**src/rtl/tpu_tile_sequencer_if.sv**
```systemverilog
// Control/data bus between the tile sequencer and its environment.
// Define TPU_SEQ_PERF_EN to carry the busy/stall cycle counters.
interface tpu_tile_sequencer_if #(
  parameter int ADDRESSSIZE = 10,
  parameter int TILE_BW     = 8
);
  logic                   start;
  logic                   abort;
  logic [TILE_BW-1:0]     num_tiles;
  logic [ADDRESSSIZE-1:0] ub_base;
  logic [ADDRESSSIZE-1:0] res_base;
  logic                   fifo_empty;
  logic                   fifo_read_enable;
  logic                   we_rl;
  logic [ADDRESSSIZE-1:0] ub_address;
  logic                   ub_valid;
  logic                   res_write_enable;
  logic [ADDRESSSIZE-1:0] res_address;
  logic                   busy;
  logic                   done;
`ifdef TPU_SEQ_PERF_EN
  logic [31:0]            perf_cycles;
  logic [31:0]            stall_cycles;
`endif

  modport master (
    input  start, abort, num_tiles, ub_base, res_base, fifo_empty,
    output fifo_read_enable, we_rl, ub_address, ub_valid,
           res_write_enable, res_address, busy, done
`ifdef TPU_SEQ_PERF_EN
    , output perf_cycles, stall_cycles
`endif
  );

  modport slave (
    output start, abort, num_tiles, ub_base, res_base, fifo_empty,
    input  fifo_read_enable, we_rl, ub_address, ub_valid,
           res_write_enable, res_address, busy, done
`ifdef TPU_SEQ_PERF_EN
    , input perf_cycles, stall_cycles
`endif
  );
endinterface

```
**src/rtl/tpu_tile_sequencer.sv**
```systemverilog
// Tile sequencer FSM: weight pop/reload, UB row streaming, pipeline drain, result write.
// Define TPU_SEQ_PERF_EN to add saturating busy-cycle and FIFO-stall counters.
module tpu_tile_sequencer #(
  parameter int ADDRESSSIZE = 10,
  parameter int MATRIX_SIZE = 32,
  parameter int PIPE_LAT    = 66,
  parameter int TILE_BW     = 8
) (
  input  logic                clk,
  input  logic                rstn,
  tpu_tile_sequencer_if.master bus
);
  localparam int ROW_W = (MATRIX_SIZE > 1) ? $clog2(MATRIX_SIZE) : 1;
  localparam int DRN_W = (PIPE_LAT > 1) ? $clog2(PIPE_LAT) : 1;
  localparam logic [ROW_W-1:0] ROW_LAST = ROW_W'(MATRIX_SIZE - 1);
  localparam logic [DRN_W-1:0] DRN_LAST = DRN_W'(PIPE_LAT - 1);

  localparam logic [2:0] S_IDLE   = 3'd0;
  localparam logic [2:0] S_WPOP   = 3'd1;
  localparam logic [2:0] S_WLOAD  = 3'd2;
  localparam logic [2:0] S_STREAM = 3'd3;
  localparam logic [2:0] S_DRAIN  = 3'd4;
  localparam logic [2:0] S_WRITE  = 3'd5;
  localparam logic [2:0] S_FINISH = 3'd6;

  logic [2:0]             state_q, state_d;
  logic [TILE_BW-1:0]     tile_q, tile_d;
  logic [TILE_BW-1:0]     nt_q, nt_d;
  logic [ROW_W-1:0]       row_q, row_d;
  logic [DRN_W-1:0]       drain_q, drain_d;
  logic [ADDRESSSIZE-1:0] ub_ptr_q, ub_ptr_d;
  logic [ADDRESSSIZE-1:0] res_ptr_q, res_ptr_d;
  logic                   fin_wait_q, fin_wait_d;
  logic                   busy_q, busy_d;
  logic                   done_q, done_d;
  logic                   we_rl_q, we_rl_d;
  logic                   ub_valid_q, ub_valid_d;
  logic                   res_we_q, res_we_d;
  logic [ADDRESSSIZE-1:0] ub_addr_q, ub_addr_d;
  logic [ADDRESSSIZE-1:0] res_addr_q, res_addr_d;
  logic                   pop;
  logic                   start_acc;

  assign start_acc = (state_q == S_IDLE) && bus.start && !bus.abort;

  always_comb begin
    state_d    = state_q;
    tile_d     = tile_q;
    nt_d       = nt_q;
    row_d      = row_q;
    drain_d    = drain_q;
    ub_ptr_d   = ub_ptr_q;
    res_ptr_d  = res_ptr_q;
    fin_wait_d = fin_wait_q;
    pop        = 1'b0;

    case (state_q)
      S_IDLE: begin
        if (start_acc) begin
          nt_d      = bus.num_tiles;
          tile_d    = '0;
          row_d     = '0;
          drain_d   = '0;
          ub_ptr_d  = bus.ub_base;
          res_ptr_d = bus.res_base;
          // An empty job spends one extra FINISH cycle so done lands two cycles after start.
          if (bus.num_tiles == '0) begin
            state_d    = S_FINISH;
            fin_wait_d = 1'b1;
          end else begin
            state_d = S_WPOP;
          end
        end
      end
      S_WPOP: begin
        if (!bus.fifo_empty) begin
          pop     = 1'b1;
          state_d = S_WLOAD;
        end
      end
      S_WLOAD: begin
        row_d   = '0;
        state_d = S_STREAM;
      end
      S_STREAM: begin
        row_d = row_q + ROW_W'(1);
        if (row_q == ROW_LAST) begin
          row_d   = '0;
          drain_d = '0;
          state_d = S_DRAIN;
        end
      end
      S_DRAIN: begin
        drain_d = drain_q + DRN_W'(1);
        if (drain_q == DRN_LAST) begin
          drain_d = '0;
          row_d   = '0;
          state_d = S_WRITE;
        end
      end
      S_WRITE: begin
        row_d = row_q + ROW_W'(1);
        if (row_q == ROW_LAST) begin
          row_d = '0;
          if (tile_q == nt_q - TILE_BW'(1)) begin
            state_d = S_FINISH;
          end else begin
            tile_d  = tile_q + TILE_BW'(1);
            state_d = S_WPOP;
          end
        end
      end
      S_FINISH: begin
        if (fin_wait_q) fin_wait_d = 1'b0;
        else            state_d    = S_IDLE;
      end
      default: state_d = S_IDLE;
    endcase

    // The pop is suppressed on abort so no weight set is consumed by a cancelled job.
    if (bus.abort && (state_q != S_IDLE)) begin
      state_d    = S_IDLE;
      pop        = 1'b0;
      fin_wait_d = 1'b0;
    end
  end

  // Outputs are registered from the next state; the row pointers advance once per issued row.
  always_comb begin
    busy_d     = (state_d != S_IDLE);
    done_d     = (state_d == S_FINISH) && !fin_wait_d;
    we_rl_d    = (state_d == S_WLOAD);
    ub_valid_d = (state_d == S_STREAM);
    res_we_d   = (state_d == S_WRITE);
    ub_addr_d  = ub_addr_q;
    res_addr_d = res_addr_q;
    if (state_d == S_STREAM) ub_addr_d  = ub_ptr_q;
    if (state_d == S_WRITE)  res_addr_d = res_ptr_q;
  end

  always_ff @(posedge clk or negedge rstn) begin
    if (!rstn) begin
      state_q    <= S_IDLE;
      tile_q     <= '0;
      nt_q       <= '0;
      row_q      <= '0;
      drain_q    <= '0;
      ub_ptr_q   <= '0;
      res_ptr_q  <= '0;
      fin_wait_q <= 1'b0;
      busy_q     <= 1'b0;
      done_q     <= 1'b0;
      we_rl_q    <= 1'b0;
      ub_valid_q <= 1'b0;
      res_we_q   <= 1'b0;
      ub_addr_q  <= '0;
      res_addr_q <= '0;
    end else begin
      state_q    <= state_d;
      tile_q     <= tile_d;
      nt_q       <= nt_d;
      row_q      <= row_d;
      drain_q    <= drain_d;
      ub_ptr_q   <= (state_d == S_STREAM) ? ub_ptr_q + ADDRESSSIZE'(1) : ub_ptr_d;
      res_ptr_q  <= (state_d == S_WRITE) ? res_ptr_q + ADDRESSSIZE'(1) : res_ptr_d;
      fin_wait_q <= fin_wait_d;
      busy_q     <= busy_d;
      done_q     <= done_d;
      we_rl_q    <= we_rl_d;
      ub_valid_q <= ub_valid_d;
      res_we_q   <= res_we_d;
      ub_addr_q  <= ub_addr_d;
      res_addr_q <= res_addr_d;
    end
  end

  assign bus.fifo_read_enable = pop;
  assign bus.we_rl            = we_rl_q;
  assign bus.ub_address       = ub_addr_q;
  assign bus.ub_valid         = ub_valid_q;
  assign bus.res_write_enable = res_we_q;
  assign bus.res_address      = res_addr_q;
  assign bus.busy             = busy_q;
  assign bus.done             = done_q;

`ifdef TPU_SEQ_PERF_EN
  logic [31:0] perf_q, perf_d;
  logic [31:0] stall_q, stall_d;

  always_comb begin
    perf_d  = perf_q;
    stall_d = stall_q;
    if (start_acc) begin
      perf_d  = '0;
      stall_d = '0;
    end else begin
      if (busy_q && (perf_q != '1)) perf_d = perf_q + 32'd1;
      if ((state_q == S_WPOP) && bus.fifo_empty && (stall_q != '1)) stall_d = stall_q + 32'd1;
    end
  end

  always_ff @(posedge clk or negedge rstn) begin
    if (!rstn) begin
      perf_q  <= '0;
      stall_q <= '0;
    end else begin
      perf_q  <= perf_d;
      stall_q <= stall_d;
    end
  end

  assign bus.perf_cycles  = perf_q;
  assign bus.stall_cycles = stall_q;
`endif
endmodule

```
**src/flat_wrapper.sv**
```systemverilog
// flat-port wrapper written by rule: the top's interface ports become plain ports
module tpu_tile_sequencer_flat 
#(
  parameter int ADDRESSSIZE = 10,
  parameter int MATRIX_SIZE = 32,
  parameter int PIPE_LAT    = 66,
  parameter int TILE_BW     = 8
)
  (clk, rstn, bus_start, bus_abort, bus_num_tiles, bus_ub_base, bus_res_base, bus_fifo_empty, bus_fifo_read_enable, bus_we_rl, bus_ub_address, bus_ub_valid, bus_res_write_enable, bus_res_address, bus_busy, bus_done);
  tpu_tile_sequencer_if #(.ADDRESSSIZE(ADDRESSSIZE), .TILE_BW(TILE_BW)) bus_i ();
  input  logic clk;
  input  logic rstn;
  input wire logic [$bits(bus_i.start)-1:0] bus_start;
  input wire logic [$bits(bus_i.abort)-1:0] bus_abort;
  input wire logic [$bits(bus_i.num_tiles)-1:0] bus_num_tiles;
  input wire logic [$bits(bus_i.ub_base)-1:0] bus_ub_base;
  input wire logic [$bits(bus_i.res_base)-1:0] bus_res_base;
  input wire logic [$bits(bus_i.fifo_empty)-1:0] bus_fifo_empty;
  output wire logic [$bits(bus_i.fifo_read_enable)-1:0] bus_fifo_read_enable;
  output wire logic [$bits(bus_i.we_rl)-1:0] bus_we_rl;
  output wire logic [$bits(bus_i.ub_address)-1:0] bus_ub_address;
  output wire logic [$bits(bus_i.ub_valid)-1:0] bus_ub_valid;
  output wire logic [$bits(bus_i.res_write_enable)-1:0] bus_res_write_enable;
  output wire logic [$bits(bus_i.res_address)-1:0] bus_res_address;
  output wire logic [$bits(bus_i.busy)-1:0] bus_busy;
  output wire logic [$bits(bus_i.done)-1:0] bus_done;
  assign bus_i.start = bus_start;
  assign bus_i.abort = bus_abort;
  assign bus_i.num_tiles = bus_num_tiles;
  assign bus_i.ub_base = bus_ub_base;
  assign bus_i.res_base = bus_res_base;
  assign bus_i.fifo_empty = bus_fifo_empty;
  assign bus_fifo_read_enable = bus_i.fifo_read_enable;
  assign bus_we_rl = bus_i.we_rl;
  assign bus_ub_address = bus_i.ub_address;
  assign bus_ub_valid = bus_i.ub_valid;
  assign bus_res_write_enable = bus_i.res_write_enable;
  assign bus_res_address = bus_i.res_address;
  assign bus_busy = bus_i.busy;
  assign bus_done = bus_i.done;
  tpu_tile_sequencer #(.ADDRESSSIZE(ADDRESSSIZE), .MATRIX_SIZE(MATRIX_SIZE), .PIPE_LAT(PIPE_LAT), .TILE_BW(TILE_BW)) u_core (.clk(clk), .rstn(rstn), .bus(bus_i));
endmodule
```
**config.mk**
```make
export PLATFORM = sky130hd
export DESIGN_NAME = tpu_tile_sequencer_flat
export DESIGN_NICKNAME = d
export VERILOG_FILES = /design/src/rtl/tpu_tile_sequencer_if.sv /design/src/rtl/tpu_tile_sequencer.sv /design/src/flat_wrapper.sv
export SDC_FILE = /design/constraint.sdc
export NUM_CORES = 1
export LEC_CHECK = 0
export CAP_MARGIN = 25
export CORE_MARGIN = 3
export CORE_UTILIZATION = 40
export DETAILED_ROUTE_END_ITERATION = 10
export GPL_ROUTABILITY_DRIVEN = 0
export PLACE_DENSITY = 0.66
export RECOVER_POWER = 100
export SYNTH_ARGS = -nofsm -noshare
export SYNTH_HDL_FRONTEND = slang
export SYNTH_SLANG_ARGS = --single-unit
```
**constraint.sdc**
```tcl
create_clock -name clk -period 3.2 [get_ports clk]
set_clock_uncertainty 0.1 [all_clocks]
set_input_delay 0.64 -clock clk [delete_from_list [all_inputs] [get_ports clk]]
set_output_delay 0.64 -clock clk [all_outputs]
set_load 0.03 [all_outputs]
```
==> impl_metrics.tcl, run 1 <==
set metrics [dict create \
    fin_crit_ns 3.24 \
    crit_arrival_ns 2.50 \
    finalCritPeriodShare_pct 101 \
    core_region_area_um2 9910 \
    setup_viol 1 \
    antenna_cells 0 \
    synth_edf_count 0 \
    drc 0 \
    end_kind "output pin" \
    cts_tree "yes" \
    stdcell_area_um2 5300 \
    wl_per_cell_um 14.7 \
    synth_seq_area_share_pct 46.7 \
    setup_ws_ns -0.0353 \
    placed_cell_area_um2 4990 \
    tns_ns -0.0353 \
    gr-usage-all-layers_pct 17.9 \
    cap_violations 1 \
    crit_type "primary input to output pin" \
    antenna_found_initial 0 \
    ys.flop_type "dfrtp_1" \
    grt_pass1_wl_um 16700 \
    path_max_fanout 2 \
    slew_headroom_pct -18.3 \
    rsz0062_at_grt "true" \
    avgSynthCellArea_um2 9.08 \
    p_per_area_nw_per_um2 717 \
    vias 3606 \
    fillers 932 \
    leakage_nw 2.49 \
    dr.first_iter.drc_count 270 \
    worst_setup_path_start_kind "primary input" \
    grt_pass1_vias 3481 \
    synth.cell_area_um2 4120 \
    yosys_warnings 0 \
    path_clk_slew_ns 0.08 \
    finalNonFillerCells 666 \
    drt-pass1-iter-count 4 \
    required_ns 2.46 \
    drv_slew 73 \
    nets 569 \
    htree_levels 3 \
    die-width_um 108 \
    drive_above_1_share_pct 12.2 \
    clock_latency_ns 0.34 \
    syn_to_final_growth_pct 28.5 \
    hpwl_um 6790 \
    grt_max_degree 78 \
    r2r_slack_ns 0.21 \
    outcome "finished with violations" \
    initial_utilization_pct 41.6 \
    port_buffers 58 \
    syn_inst 454 \
    ant_nets 0 \
    cts_root_buf "clkbuf_8" \
    failed_checks "max-capacitance violations, max-slew violations, negative setup slack" \
    cts.path.max_buffers 2 \
    dp_cells 643 \
    synth_seq_cells 77 \
    async_flop_share_pct 100 \
    fp.dieH_um 108 \
    hp-class "flip-flop to flip-flop" \
    ios 59 \
    cts_buffers 9 \
    yosysUniqueCellTypes 57 \
    die-area_um2 11600 \
    vias_per_cell 5.41 \
    syn-num-nets 495 \
    drt-total-wl_um 9780 \
    max_freq_mhz 309 \
    grt_overflow 0 \
    clock-sinks 77 \
    finalHoldViolations 0 \
    tightest_slew_ns 1.77 \
    ir_drop_v 0.000508 \
    rows 36 \
]
-- final timing paths --
path,start,end,cells past startpoint
max in group asynchronous,rstn,u_core.drain_q[4],3
worst max-delay path,bus_num_tiles[0],bus_fifo_read_enable,8
min in group asynchronous,rstn,u_core.bus.res_write_enable,2
worst min-delay path,u_core.bus.res_address[1],u_core.bus.res_address[1],2
worst max register to register,u_core.row_q[0],u_core.res_ptr_q[9],11
worst min register to register,u_core.bus.res_address[1],u_core.bus.res_address[1],2
-- cell type report --
class,instances,area [um2],area share (%)
multi-input combinational,341,2130,40.2
tap,133,166,3.14
clock buffer,10,128,2.41
inverter,12,47.5,0.897
timing repair buffer,87,812,15.3
clock inverter,6,87.6,1.65
sequential,77,1930,36.3
-- what timing repair did --
item	CTS	global route
hold buffers	0	1
buffers inserted	5	0
gates resized for setup	25	0
setup endpoints to repair	1	1
pin swaps	16	2
hold endpoints to repair	0	5
-- cell usage after synthesis, drive strengths merged (6+ instances only) --
| master | n | area, um2 |
|---|---|---|
| a21oi | 8 | 40.0 |
| a221o | 15 | 150 |
| and3 | 15 | 93.8 |
| buf | 6 | 28.8 |
| clkbuf | 18 | 67.6 |
| dfrtp | 77 | 1930 |
| ha | 8 | 100 |
| inv | 12 | 47.6 |
| mux2i | 7 | 70.1 |
| nand2 | 103 | 387 |
| nand2b | 9 | 56.3 |
| nand3 | 19 | 95.1 |
| nand4 | 6 | 37.5 |
| nor2 | 24 | 97.6 |
| nor2b | 11 | 68.8 |
| nor3 | 8 | 40.0 |
| nor3b | 11 | 82.6 |
| o21ai | 33 | 165 |
| xnor2 | 6 | 52.6 |
-- layout by cell type, fill, tap and decap left out, types with 4 or more instances in the layout --
cell type and n:
nand2_1 103, dfrtp_1 77, o21ai_0 27, dlygate4sd3_1 26
clkdlybuf4s50_1 23, nor2_1 22, buf_4 21, nand3_1 19
and3_1 15, a221o_1 15, nor2b_1 11, nor3b_1 11
inv_1 9, nand2b_1 9, clkbuf_8 9, a21oi_1 8
nor3_1 8, mux2i_1 7, ha_1 7, xnor2_1 6
nand4_1 6, o21ai_1 6, dlygate4sd2_1 6, o31ai_1 4
-- worst max-delay path, cell delays in order --
cell             delay, ns
clkdlybuf4s50_1       0.44
or4_4                 0.47
nor4_4                0.18
a211oi_1              0.11
nor2_2                0.15
a31oi_4               0.06
nor4b_4               0.27
buf_6                 0.17
-- through the flow --
step	hold slack [ns]	power (mW)	setup slack, ns	util (%)
after floorplan	0.244	2.40	0.00996	-
after global placement	0.357	2.89	-0.236	50.3
after detailed placement	0.362	2.93	-0.256	50.3
after CTS	0.376	3.88	-0.0920	53.5
after global routing	0.401	4.08	-0.183	53.5
final	0.371	3.80	-0.0353	53.5
-- metal layers --
layer / GRT usage, % / wire length (um) / up-vias
li1: - / - / 1763
met4: 5.41 / 125 / 0
met5: 0 / 0 / -
met1: 24.7 / 4640 / 1768
met2: 27.9 / 4600 / 67
met3: 4.50 / 414 / 8
-- power breakdown --
part	switching, mW	internal, mW	total [mW]
combinational	0.808	0.693	1.50
sequential	0.252	1.24	1.49
clock	0.367	0.440	0.807
-- flip-flops by register name, summed over array words and instances (netlist names) --
register / flops
u_core.tile_q: 8
u_core.bus.done: 1
u_core.state_q: 3
u_core.bus.res_write_enable: 1
u_core.res_ptr_q: 10
u_core.ub_ptr_q: 10
u_core.nt_q: 8
u_core.drain_q: 7
u_core.bus.we_rl: 1
u_core.row_q: 5
u_core.bus.ub_valid: 1
u_core.bus.busy: 1
u_core.bus.ub_address: 10
u_core.fin_wait_q: 1
u_core.bus.res_address: 10
-- cells by family after synthesis --
family,after synthesis,synth area share [%]
mux,9,2.43
xor+xnor,9,1.91
flops,77,46.7
simple gates,220,26.4
compound gates,95,16.7
buf+inv,36,3.49
fa+ha+maj,8,2.43
No activity file was read; power rests on OpenSTA's default activity.
==> inputs of run 2 (changes only) <==
CORE_UTILIZATION = 38   (was 40)
GPL_TIMING_DRIVEN = 0   (was not set)
PLACE_DENSITY = 0.63   (was 0.66)
==> run 2 against run 1 <==
  * The flow still finishes with violations (max-capacitance violations, max-slew violations, negative setup slack)
  * Highest routed layer unchanged
  * Count of clock-buffer cells in the layout up 6
  * Register-to-register slack worse by 0.14 ns
  * Cell area decreased by 2.2%
  * Wire length increased by 5.9%
  * Power fell by 3.2%
  * Hold slack gained 0.0038 ns
  * Die area up 5.0%
  * Non-clock buffer count is 1 higher
  * Flip-flop and latch count stayed put
  * First-iteration DRC count decreased by 30%
==> impl_metrics.tcl, run 2 (synthesized netlist as in run 1, its figures left out) <==
set metrics [dict create \
    seq_area_um2 1930 \
    grt_pass1_wl_um 17200 \
    die-width_um 110 \
    grt_max_degree 42 \
    holdWs_ns 0.375 \
    fp.dieH_um 110 \
    gr-usage-all-layers_pct 18.1 \
    antenna_found_initial 0 \
    path_max_fanout 2 \
    drc 0 \
    vias_per_cell 5.38 \
    final_common_cell "nand2_1" \
    grt_pass1_vias 3515 \
    tightest_slew_ns 1.99 \
    drt-pass1-iter-count 4 \
    crit_type "primary input to output pin" \
    fillers 1009 \
    path_clk_slew_ns 0.07 \
    ctsHoldBuffers 0 \
    multi_input_area_um2 2130 \
    die-area_um2 12100 \
    hpwl_um 7320 \
    worst_setup_path_start_kind "primary input" \
    dr.first_iter.drc_count 190 \
    htree_levels 3 \
    ir_drop_v 0.000316 \
    final_util_pct 49.8 \
    grt_overflow 0 \
    setup_viol 1 \
    finalCritPeriodShare_pct 104 \
    cts_buffers 9 \
    finalHoldViolations 0 \
    setup_ws_ns -0.128 \
    wl_per_cell_um 15.5 \
    outcome "finished with violations" \
    clock-sinks 77 \
    pre_cts_slack_ns -1.03 \
    ant_nets 0 \
    cap_violations 1 \
    required_ns 2.46 \
    hp-class "flip-flop to flip-flop" \
    fin_crit_ns 3.33 \
    vias 3605 \
    drive_above_1_share_pct 10.5 \
    leakage_nw 2.40 \
    cts_root_buf "clkbuf_8" \
    rows 37 \
    syn_to_final_growth_pct 25.8 \
    rsz0062_at_grt "true" \
    port_buffers 58 \
    cts.path.max_buffers 2 \
    slew_headroom_pct -32.7 \
    core_region_area_um2 10400 \
    crit_arrival_ns 2.59 \
    max_freq_mhz 300 \
    end_kind "output pin" \
    cts_tree "yes" \
    antenna_cells 0 \
    mostFrequentLayoutCells "103 x nand2_1, 75 x dfrtp_1, 27 x o21ai_0" \
    clock_latency_ns 0.36 \
    drv_slew 38 \
    p_per_area_nw_per_um2 710 \
    ios 59 \
    r2r_slack_ns 0.07 \
    nets 570 \
    failed_checks "max-capacitance violations, max-slew violations, negative setup slack" \
    drt-total-wl_um 10400 \
    initial_utilization_pct 39.6 \
]
run 2: path summary, 6_finish.rpt:
path,from,endpoint,cells after the start
min,u_core.bus.ub_address[2],u_core.bus.ub_address[2],2
max,bus_num_tiles[2],bus_fifo_read_enable,8
min reg2reg,u_core.bus.ub_address[2],u_core.bus.ub_address[2],2
min in group asynchronous,rstn,u_core.bus.res_address[1],1
max reg2reg,u_core.row_q[0],u_core.res_ptr_q[8],11
max in group asynchronous,rstn,u_core.bus.busy,2
run 2: cell type report:
cell class / instances / share of cell area, %
flip-flops and latches: 77 / 37.2
well taps: 136 / 3.28
multi-input cells: 341 / 41.0
repair buffers: 67 / 12.2
plain buffers: 21 / 1.71
clock buffers: 16 / 3.67
inverters: 12 / 0.917
run 2: per-layer routing:
layer / GRT usage, % / vias to the layer above / share of wire (%) / routed length, um
met3: 5.42 / 12 / 5.5 / 574
met2: 28.1 / 73 / 46 / 4800
met5: 0 / - / 0 / 0
met1: 24.4 / 1758 / 47 / 4840
li1: - / 1762 / - / -
met4: 5.80 / 0 / 1.3 / 139
run 2: where the power goes:
part	leakage, nW	internal, mW	switching [mW]	total (mW)
logic	1.28	0.640	0.782	1.42
clock network	0.0970	0.369	0.356	0.725
registers	1.01	1.25	0.287	1.53
total	2.40	2.25	1.43	3.68
run 2: repair_timing:
item                                    in CTS  in global routing
resized for setup                           31                  8
buffers inserted                             7                  1
endpoints found under the setup margin       4                  4
pin swaps                                   12                  3
run 2: critical path, stage by stage:
cell and delay, ns:
dlygate4sd2_1 0.25, or4_4 0.53, nor4_4 0.29, a211oi_1 0.12, nor2_2 0.19, a31oi_4 0.06, nor4b_4 0.33, buf_6 0.18
run 2: per-stage QoR:
step	instances	setup TNS (ns)	cell area [um2]	power [mW]
after floorplan	454	0	4150	2.40
after global placement	648	-113.42	4900	2.83
after detailed placement	649	-6.55	4920	2.87
after CTS	670	-0.179	5200	3.73
after global routing	670	-1.79	5190	3.94
final	670	-0.128	5190	3.68
